===== config.mk =====
export PLATFORM = sky130hd
export DESIGN_NAME = painel_entrada
export DESIGN_NICKNAME = d
export VERILOG_FILES = /design/src/rtl/painel_entrada.sv
export SDC_FILE = /design/constraint.sdc
export NUM_CORES = 1
export LEC_CHECK = 0
export CORE_AREA = 2 2 69 71
export DETAILED_ROUTE_END_ITERATION = 8
export DIE_AREA = 0 0 71 73
export GPL_ROUTABILITY_DRIVEN = 1
export GPL_TIMING_DRIVEN = 0
export PLACE_DENSITY = 0.72
export SYNTH_ARGS = -nofsm -noshare
export SYNTH_HDL_FRONTEND = slang
export SYNTH_SLANG_ARGS = --single-unit

===== constraint.sdc =====
create_clock -name clk -period 5 [get_ports clk]
set_input_delay 1.5 -clock clk [delete_from_list [all_inputs] [get_ports clk]]
set_output_delay 1.5 -clock clk [all_outputs]
set_load 0.01 [all_outputs]

===== src/rtl/painel_entrada.sv =====
// painel_entrada: front-panel input conditioner for the microwave controller.
// Synchronises the raw keypad and door switch, debounces the key-pressed level
// and the door level, turns each debounced key press into a single event and
// assembles the input bus consumed by main.
//
// Ports:
//   clk           system clock, rising edge
//   rst_n         asynchronous active-low reset
//   tecla[3:0]    raw key code, valid while tecla_valida is high
//   tecla_valida  raw key-pressed level (asynchronous, bouncing)
//   sensor_porta  raw door switch, 1 = open (asynchronous, bouncing)
//   t[11:0]       time entry, three BCD digits, t[11:8] is the MSD
//   r[3:0]        recipe code, BCD 0..9
//   conf          start request, one-cycle pulse
//   porta         debounced door state, 1 = open
module painel_entrada #(
  parameter int unsigned DEB_CICLOS = 4
) (
  input  logic        clk,
  input  logic        rst_n,
  input  logic [3:0]  tecla,
  input  logic        tecla_valida,
  input  logic        sensor_porta,
  output logic [11:0] t,
  output logic [3:0]  r,
  output logic        conf,
  output logic        porta
);

  typedef enum logic {
    OCIOSO  = 1'b0,
    RECEITA = 1'b1
  } estado_t;

  typedef struct packed {
    logic       nivel;
    logic [7:0] cnt;
  } deb_t;

  localparam logic [7:0] CNT_LAST = 8'(DEB_CICLOS - 1);
  localparam logic [3:0] KEY_A    = 4'hA;
  localparam logic [3:0] KEY_B    = 4'hB;
  localparam logic [3:0] KEY_C    = 4'hC;

  // Counter runs while the synced level disagrees with the debounced level;
  // any agreement restarts it, so only an unbroken run of DEB_CICLOS flips it.
  function automatic deb_t deb_step(input deb_t cur, input logic sync);
    deb_t nxt;
    nxt = cur;
    if (sync == cur.nivel) begin
      nxt.cnt = '0;
    end else if (cur.cnt == CNT_LAST) begin
      nxt.nivel = ~cur.nivel;
      nxt.cnt   = '0;
    end else begin
      nxt.cnt = cur.cnt + 8'd1;
    end
    return nxt;
  endfunction

  logic       tv_s1_q, tv_s1_d, tv_s2_q, tv_s2_d;
  logic       sp_s1_q, sp_s1_d, sp_s2_q, sp_s2_d;
  logic [3:0] tecla_s1_q, tecla_s1_d, tecla_s2_q, tecla_s2_d;
  deb_t       tv_deb_q, tv_deb_d;
  deb_t       sp_deb_q, sp_deb_d;
  logic       tv_prev_q, tv_prev_d;
  logic [1:0] fill_q, fill_d;
  logic       arm_q, arm_d;
  estado_t    state_q, state_d;
  logic [11:0] t_q, t_d;
  logic [3:0]  r_q, r_d;
  logic        conf_q, conf_d;

  logic       key_evt;
  logic [3:0] key;

  // A key held through reset must not register: key events are only armed
  // once the synchroniser has been refilled after reset (fill_q == 2) and has
  // then shown the key released at least once.
  assign key_evt = arm_q & tv_deb_q.nivel & ~tv_prev_q;
  assign key     = tecla_s2_q;

  // NOTE: every signal assigned in this block gets a default first, so no
  // path leaves a value unassigned and no latch is inferred.
  always_comb begin
    tv_s1_d    = tecla_valida;
    tv_s2_d    = tv_s1_q;
    sp_s1_d    = sensor_porta;
    sp_s2_d    = sp_s1_q;
    tecla_s1_d = tecla;
    tecla_s2_d = tecla_s1_q;
    tv_deb_d   = deb_step(tv_deb_q, tv_s2_q);
    sp_deb_d   = deb_step(sp_deb_q, sp_s2_q);
    tv_prev_d  = tv_deb_q.nivel;
    fill_d     = (fill_q == 2'd2) ? fill_q : fill_q + 2'd1;
    arm_d      = arm_q | ((fill_q == 2'd2) & ~tv_s2_q);
    state_d    = state_q;
    t_d        = t_q;
    r_d        = r_q;
    conf_d     = 1'b0;

    if (key_evt) begin
      unique case (state_q)
        OCIOSO: begin
          if (key <= 4'd9) begin
            t_d = {t_q[7:0], key};
          end else if (key == KEY_A) begin
            t_d = '0;
            r_d = '0;
          end else if (key == KEY_B) begin
            // Door state as registered before this edge gates the start.
            conf_d = ~sp_deb_q.nivel & ((t_q != '0) | (r_q != '0));
          end else if (key == KEY_C) begin
            state_d = RECEITA;
          end
        end
        RECEITA: begin
          state_d = OCIOSO;
          if (key <= 4'd9) begin
            r_d = key;
          end else if (key == KEY_A) begin
            t_d = '0;
            r_d = '0;
          end
        end
        default: state_d = OCIOSO;
      endcase
    end
  end

  // NOTE: sequential state uses non-blocking assignments so every flop sees
  // the pre-edge value of every other flop, regardless of statement order.
  always_ff @(posedge clk or negedge rst_n) begin
    if (!rst_n) begin
      tv_s1_q    <= 1'b0;
      tv_s2_q    <= 1'b0;
      sp_s1_q    <= 1'b0;
      sp_s2_q    <= 1'b0;
      tecla_s1_q <= '0;
      tecla_s2_q <= '0;
      tv_deb_q   <= '0;
      sp_deb_q   <= '0;
      tv_prev_q  <= 1'b0;
      fill_q     <= '0;
      arm_q      <= 1'b0;
      state_q    <= OCIOSO;
      t_q        <= '0;
      r_q        <= '0;
      conf_q     <= 1'b0;
    end else begin
      tv_s1_q    <= tv_s1_d;
      tv_s2_q    <= tv_s2_d;
      sp_s1_q    <= sp_s1_d;
      sp_s2_q    <= sp_s2_d;
      tecla_s1_q <= tecla_s1_d;
      tecla_s2_q <= tecla_s2_d;
      tv_deb_q   <= tv_deb_d;
      sp_deb_q   <= sp_deb_d;
      tv_prev_q  <= tv_prev_d;
      fill_q     <= fill_d;
      arm_q      <= arm_d;
      state_q    <= state_d;
      t_q        <= t_d;
      r_q        <= r_d;
      conf_q     <= conf_d;
    end
  end

  assign t     = t_q;
  assign r     = r_q;
  assign conf  = conf_q;
  assign porta = sp_deb_q.nivel;

endmodule


==> results of run 1 <==
==> power by group <==
part | total, mW | leakage [nW] | internal, mW | switching, mW
registers | 0.602 | 0.652 | 0.510 | 0.0922
logic | 0.410 | 0.418 | 0.225 | 0.185
clock network | 0.290 | 0.0548 | 0.151 | 0.140
total | 1.30 | 1.12 | 0.886 | 0.416
==> sequential cells by signal (all words and copies together) (netlist names) <==
name        flops
porta           1
sp_deb_q        8
tv_deb_q        8
arm_q           1
key             4
tecla_s1_q      4
tv_prev_d       1
tv_s1_q         1
tv_prev_q       1
t              12
r               4
conf            1
sp_s1_q         1
state_q         1
fill_q          2
tv_s2_q         1
sp_s2_q         1
==> how the worst max path moves through the flow <==
stage | startpoint | to | slack [ns] | cells after the start
2_1_floorplan | porta | porta | 3.07 | 0
3_3_place_gp | rst_n | tecla_s1_q[2] | 1.04 | 1
3_5_place_dp | porta | porta | 2.50 | 1
4_1_cts | porta | porta | 2.15 | 1
5_1_grt | porta | porta | 2.12 | 1
6_report | porta | porta | 2.16 | 1
==> metal layers <==
layer  GRT usage (%)  share of wire (%)  vias to the layer above
li1                -                  -                      710
met1           18.91                 44                      759
met2           26.90                 49                       41
met3           4.834                4.2                       16
met4           7.547                2.7                        0
met5               0                  0                        -
==> cell usage in the layout, fill, tap and decap left out, types with 2 or more instances in the layout <==
cell type / count
dfrtp_1: 52
clkdlybuf4s50_1: 24
a22o_1: 12
a21oi_1: 10
nand3_1: 9
nor2_1: 9
o21ai_0: 8
nand2_1: 8
or3_1: 6
xor2_1: 6
inv_1: 5
clkbuf_8: 5
nor4_1: 4
nand4_1: 3
xnor2_1: 3
buf_2: 3
ha_1: 3
or4_4: 2
o31ai_4: 2
and2_1: 2
clkbuf_1: 2
nor4bb_1: 2
nor3_1: 2
mux2_2: 2
nor3_2: 2
nand3b_1: 2
and3b_1: 2
o2bb2ai_1: 2
==> through the flow <==
stage,std cells,cell area [µm²]
6_report,264,2623
5_1_grt,264,2623
4_1_cts,264,2623
3_5_place_dp,256,2507
3_3_place_gp,255,2492
2_1_floorplan,176,2175
==> cell families after synthesis <==
group | synth area share (%)
flip-flops | 59.84
adder cells (fa/ha/maj) | 1.726
XOR/XNOR | 3.625
AO/OA/AOI/OAI | 15.59
multiplexers | 1.036
AND/OR/NAND/NOR | 16.51
buffers and inverters | 1.669
==> area by class of cell <==
class,instances,area (µm²)
fillers,369,1913
flip-flops and latches,52,1301
multi-input cells,115,837.1
repair buffers,26,265.3
clock buffers,5,68.82
well taps,54,67.56
clock inverters,3,46.29
inverters,5,18.77
plain buffers,4,17.52
==> cell usage after synthesis <==
library cell	number
dfrtp_1	52
mux2_2	2
o221ai_1	1
o41ai_4	1
and3b_1	2
o21a_1	1
o31ai_1	1
nor4_1	4
a21oi_1	10
or3_1	6
clkbuf_1	2
nor3_1	2
xnor2_1	3
inv_1	5
nor2b_1	1
o21ai_0	8
nor3b_1	1
nor3_2	2
nand4_1	3
nand2b_1	1
and3_1	1
o21bai_1	1
nor4bb_1	2
a22o_1	12
nor4_2	1
and2_1	2
and4bb_2	1
a21o_1	1
xor2_1	6
ha_1	3
nand3_1	9
buf_2	2
or4_4	2
o31ai_4	2
nor2_1	9
o2bb2ai_1	2
nand3b_1	2
a21boi_0	1
nand2_1	8
a32o_1	1
==> run_results.csv, run 1 <==
group,metric,value,unit
timing,fin_ws,2.163,ns
finish,area_growth,20.60,%
die,die_area,5183,µm²
critical_path,required,3.50,ns
clocking,cts_buffers,5,
timing,period_needed,2.837,ns
clocking,clockBufferDepth,2,
yosys,synth_area_per_cell,12.36,µm²
critical_path,crit_family,"buffers and inverters",
timing,whs,0.3539,ns
route,vias,1526,
yosys,synthDistinctLibCells,40,
die,num_rows,25,
yosys,netlist_area,2175,µm²
placed_design,place.gp.congestion,0.8087,
yosys,synth_cells,176,
clocking,ctsHoldBuffers,0,
route,routedWlPerCell,14.58,µm
clocking,cts_tree,"done",
yosys,syn_nets,187,
die,die_h,73,µm
global_routing,grt_pass1_vias,1470,
power_and_ir_drop,leakage,1.125,nW
die,io-pin-count,26,
run_status,outcome,"finished, final reports clean",
clocking,htreeDepth,2,
critical_path,rrSetupSlack,3.34,ns
power_and_ir_drop,finalPower,1.302,mW
die,start_util,47.94,%
route,routed_via_density,5.780,
timing,finClkSkew,0.006180,ns
critical_path,reg2reg_to,"porta",
min_path,worstHoldStart,"sp_s1_q",
critical_path,path_cells,"clkdlybuf4s50_1",
yosys,ys_warn_count,0,
critical_path,slowest_stage,"clkdlybuf4s50_1",
route,route.detailed.drc,0,
min_path,hold_depth,0,
route,final_antenna_net_count,0,
critical_path,startpoint_type,"register",
timing,max-slew-margin-rel,62.67,%
yosys,synth.area.top_cells,"dfrtp_1, a22o_1, xor2_1",
power_and_ir_drop,p_per_area,496.6,nW/µm²
clocking,clk_pin_slew,0.09,ns
min_path,hold_path_class,"reg -> reg",
critical_path,critPathMaxStageDelay,0.58,ns
timing,tns,0,ns
flow_run,maxCapViolCount,0,
finish,fin_util,57.82,%
critical_path,worstPathArrival,1.34,ns
yosys,yosysSeqAreaShare,59.84,%
timing,rsz0062_at_grt,"false",
critical_path,end_kind,"output pin",
global_routing,grt_pass1_wl,6.410,mm
critical_path,worstReg2RegStart,"sp_deb_q[3]",
finish,final_nets,220,
timing,setup_violations,0,
critical_path,crit_type,"reg -> out",
route,drt_first_pass_iters,4,
finish,antennaDiodeCount,0,
min_path,whs_endpoint,"sp_s2_q",
timing,period_share,56.74,%
timing,clock.fmax,0.3525,GHz
global_routing,grtUsageTotal,16.00,%
clocking,cts_resized,0,
yosys,yosysTopAreaCell,"dfrtp_1",
critical_path,critPathMaxFanout,5,
placed_design,dp_slack,2.498,ns
yosys,ys_seq_elements,52,
power_and_ir_drop,max-vdd-ir-drop,0.0001951,V
clocking,cts_sinks,52,
die,chipWidth,71,µm
critical_path,cp_num_buf_inv,1,
critical_path,r2r_cells,3,
yosys,synth_top_area_share,59.84,%
clocking,postCtsSetupBuffers,0,
clocking,cts_root_buf,"clkbuf_8",
clocking,insertion_delay,0.31,ns
placed_design,hpwl,2.764,mm
timing,hold_violations,0,
global_routing,grt_max_degree,29,
timing,drv_slew,0,
die,core-area,4536,µm²
route,routed_wl,3.849,mm
finish,drive_gt1_share,10.95,%
route,drtIter0Drc,82,
global_routing,grt-ovfl-total,0,
timing,worst_slew_pin_slew,0.5524,ns
placed_design,io_buffers,25,
global_routing,antenna_found_initial,0,
Power figures use the tool's default switching activity.
==> inputs of run 2 (changes only) <==
CORE_AREA = 2 2 70 72   (was 2 2 69 71)
DIE_AREA = 0 0 72 74   (was 0 0 71 73)
PLACE_DENSITY = 0.73   (was 0.72)
clock period = 2.5 ns   (was 5 ns; I/O delays follow)
==> run 2 against run 1 <==
Compared with the run above:
- combinational power increased by 100%
- final area shrank 0.67%
- sequential cell count is the same
- via count fell by 3.0%
- critical endpoint unchanged
- clock power increased by 70%
- first-iteration DRC count fell by 41%
- worst setup slack worse by 1.7 ns
- non-clock buffer count did not move
- global-route usage decreased by 0.31 points
- hold slack improved by 0.00059 ns
==> run_results.csv, run 2 (same netlist as run 1, synthesis figures left out) <==
group,metric,value,unit
critical_path,slowest_stage,"clkdlybuf4s50_1",
finish,final_common_cell,"dfrtp_1",
die,die_area,5328,µm²
timing,tns,0,ns
clocking,cts_root_buf,"clkbuf_8",
critical_path,critPathMaxStageDelay,0.57,ns
global_routing,grt_pass1_wl,6.403,mm
timing,fin_ws,0.4264,ns
placed_design,hpwl,2.549,mm
finish,final_nets,220,
die,io-pin-count,26,
clocking,postCtsSetupBuffers,0,
timing,period_needed,2.074,ns
route,route.detailed.drc,0,
timing,hold_violations,0,
run_status,outcome,"finished, final reports clean",
clocking,insertion_delay,0.30,ns
route,drt_first_pass_iters,4,
die,chipWidth,72,µm
power_and_ir_drop,max-vdd-ir-drop,0.0003796,V
die,num_rows,25,
critical_path,crit_type,"reg -> out",
global_routing,grt_max_degree,33,
critical_path,cp_num_buf_inv,1,
finish,fin_util,56.65,%
global_routing,grtUsageTotal,15.69,%
clocking,ctsHoldBuffers,0,
critical_path,required,1.75,ns
clocking,cts_tree,"done",
finish,antennaDiodeCount,0,
min_path,hold_path_class,"reg -> reg",
critical_path,path_cells,"clkdlybuf4s50_1",
die,die_h,74,µm
route,drtIter0Drc,48,
finish,area_growth,19.79,%
die,start_util,47.29,%
timing,finClkSkew,0.001980,ns
timing,period_share,82.94,%
route,routed_wl,3.619,mm
clocking,clockBufferDepth,2,
critical_path,startpoint_type,"register",
clocking,cts_sinks,52,
critical_path,critPathMaxFanout,5,
power_and_ir_drop,leakage,1.113,nW
clocking,cts_resized,0,
clocking,htreeDepth,2,
critical_path,crit_family,"buffers and inverters",
global_routing,grt-ovfl-total,0,
power_and_ir_drop,p_per_area,963.1,nW/µm²
global_routing,antenna_found_initial,0,
route,vias,1480,
die,core-area,4598,µm²
timing,clock.fmax,0.4822,GHz
timing,whs,0.3545,ns
route,routed_via_density,5.606,
finish,drive_gt1_share,10.95,%
finish,mostFrequentLayoutCells,"dfrtp_1, clkdlybuf4s50_1, a22o_1",
timing,rsz0062_at_grt,"false",
critical_path,worstPathArrival,1.32,ns
placed_design,dp_slack,0.7498,ns
clocking,cts_buffers,5,
finish,nFillCells,406,
placed_design,io_buffers,25,
timing,drv_slew,0,
critical_path,end_kind,"output pin",
finish,largest_reg_flops,12,
timing,worst_slew_pin_slew,0.6021,ns
flow_run,maxCapViolCount,0,
global_routing,grt_pass1_vias,1348,
route,routedWlPerCell,13.71,µm
timing,setup_violations,0,
route,final_antenna_net_count,0,
placed_design,place.gp.congestion,0.7810,
clocking,clk_pin_slew,0.09,ns
timing,max-slew-margin-rel,59.64,%
## run 2: changes by cell type in the layout (fill, tap and decap cells not counted), sizes merged
cell      change
clkbuf        +1
clkinvlp      +1
inv           -1
bufinv        -1
## run 2: layer usage
metal  global-route usage, %  wire length [µm]  vias to the layer above
li1                        -                 -                      715
met1                   22.48              1779                      733
met2                   22.74              1648                       26
met3                   4.065               123                        6
met4                   6.918                67                        0
met5                       0                 0                        -
## run 2: path summary, 6_finish.rpt
path	depth (start not counted)	endpoint	from	slack, ns
max in group asynchronous	2	r[0]	rst_n	1.59
worst min register to register	0	tv_s2_q	tv_s1_q	0.35
worst min-delay path	0	tv_s2_q	tv_s1_q	0.35
worst max-delay path	1	porta	porta	0.43
worst max register to register	3	porta	sp_deb_q[3]	0.81
min in group asynchronous	1	sp_deb_q[7]	rst_n	0.39
## run 2: stage by stage
stage | total power [mW] | instance area (µm²) | cells
floorplan | 1.662 | 2175 | 176
global placement | 2.023 | 2492 | 255
detailed placement | 2.038 | 2507 | 256
CTS | 2.544 | 2605 | 264
global route | 2.682 | 2605 | 264
finish | 2.509 | 2605 | 264
## run 2: layout make-up
cell class              count  area [µm²]  area share [%]
well taps                  54       67.56           2.594
clock buffers               6       82.58           3.170
flip-flops and latches     52        1301           49.95
repair buffers             26       265.3           10.18
multi-input cells         115       837.1           32.13
inverters                   5       18.77          0.7205
clock inverters             2       15.01          0.5764
plain buffers               4       17.52          0.6724
## run 2: power by group
part           switching, mW  leakage (nW)  internal (mW)  total, mW
logic                  0.371         0.418          0.449      0.820
registers              0.176         0.652           1.02       1.20
clock network          0.268        0.0434          0.224      0.492
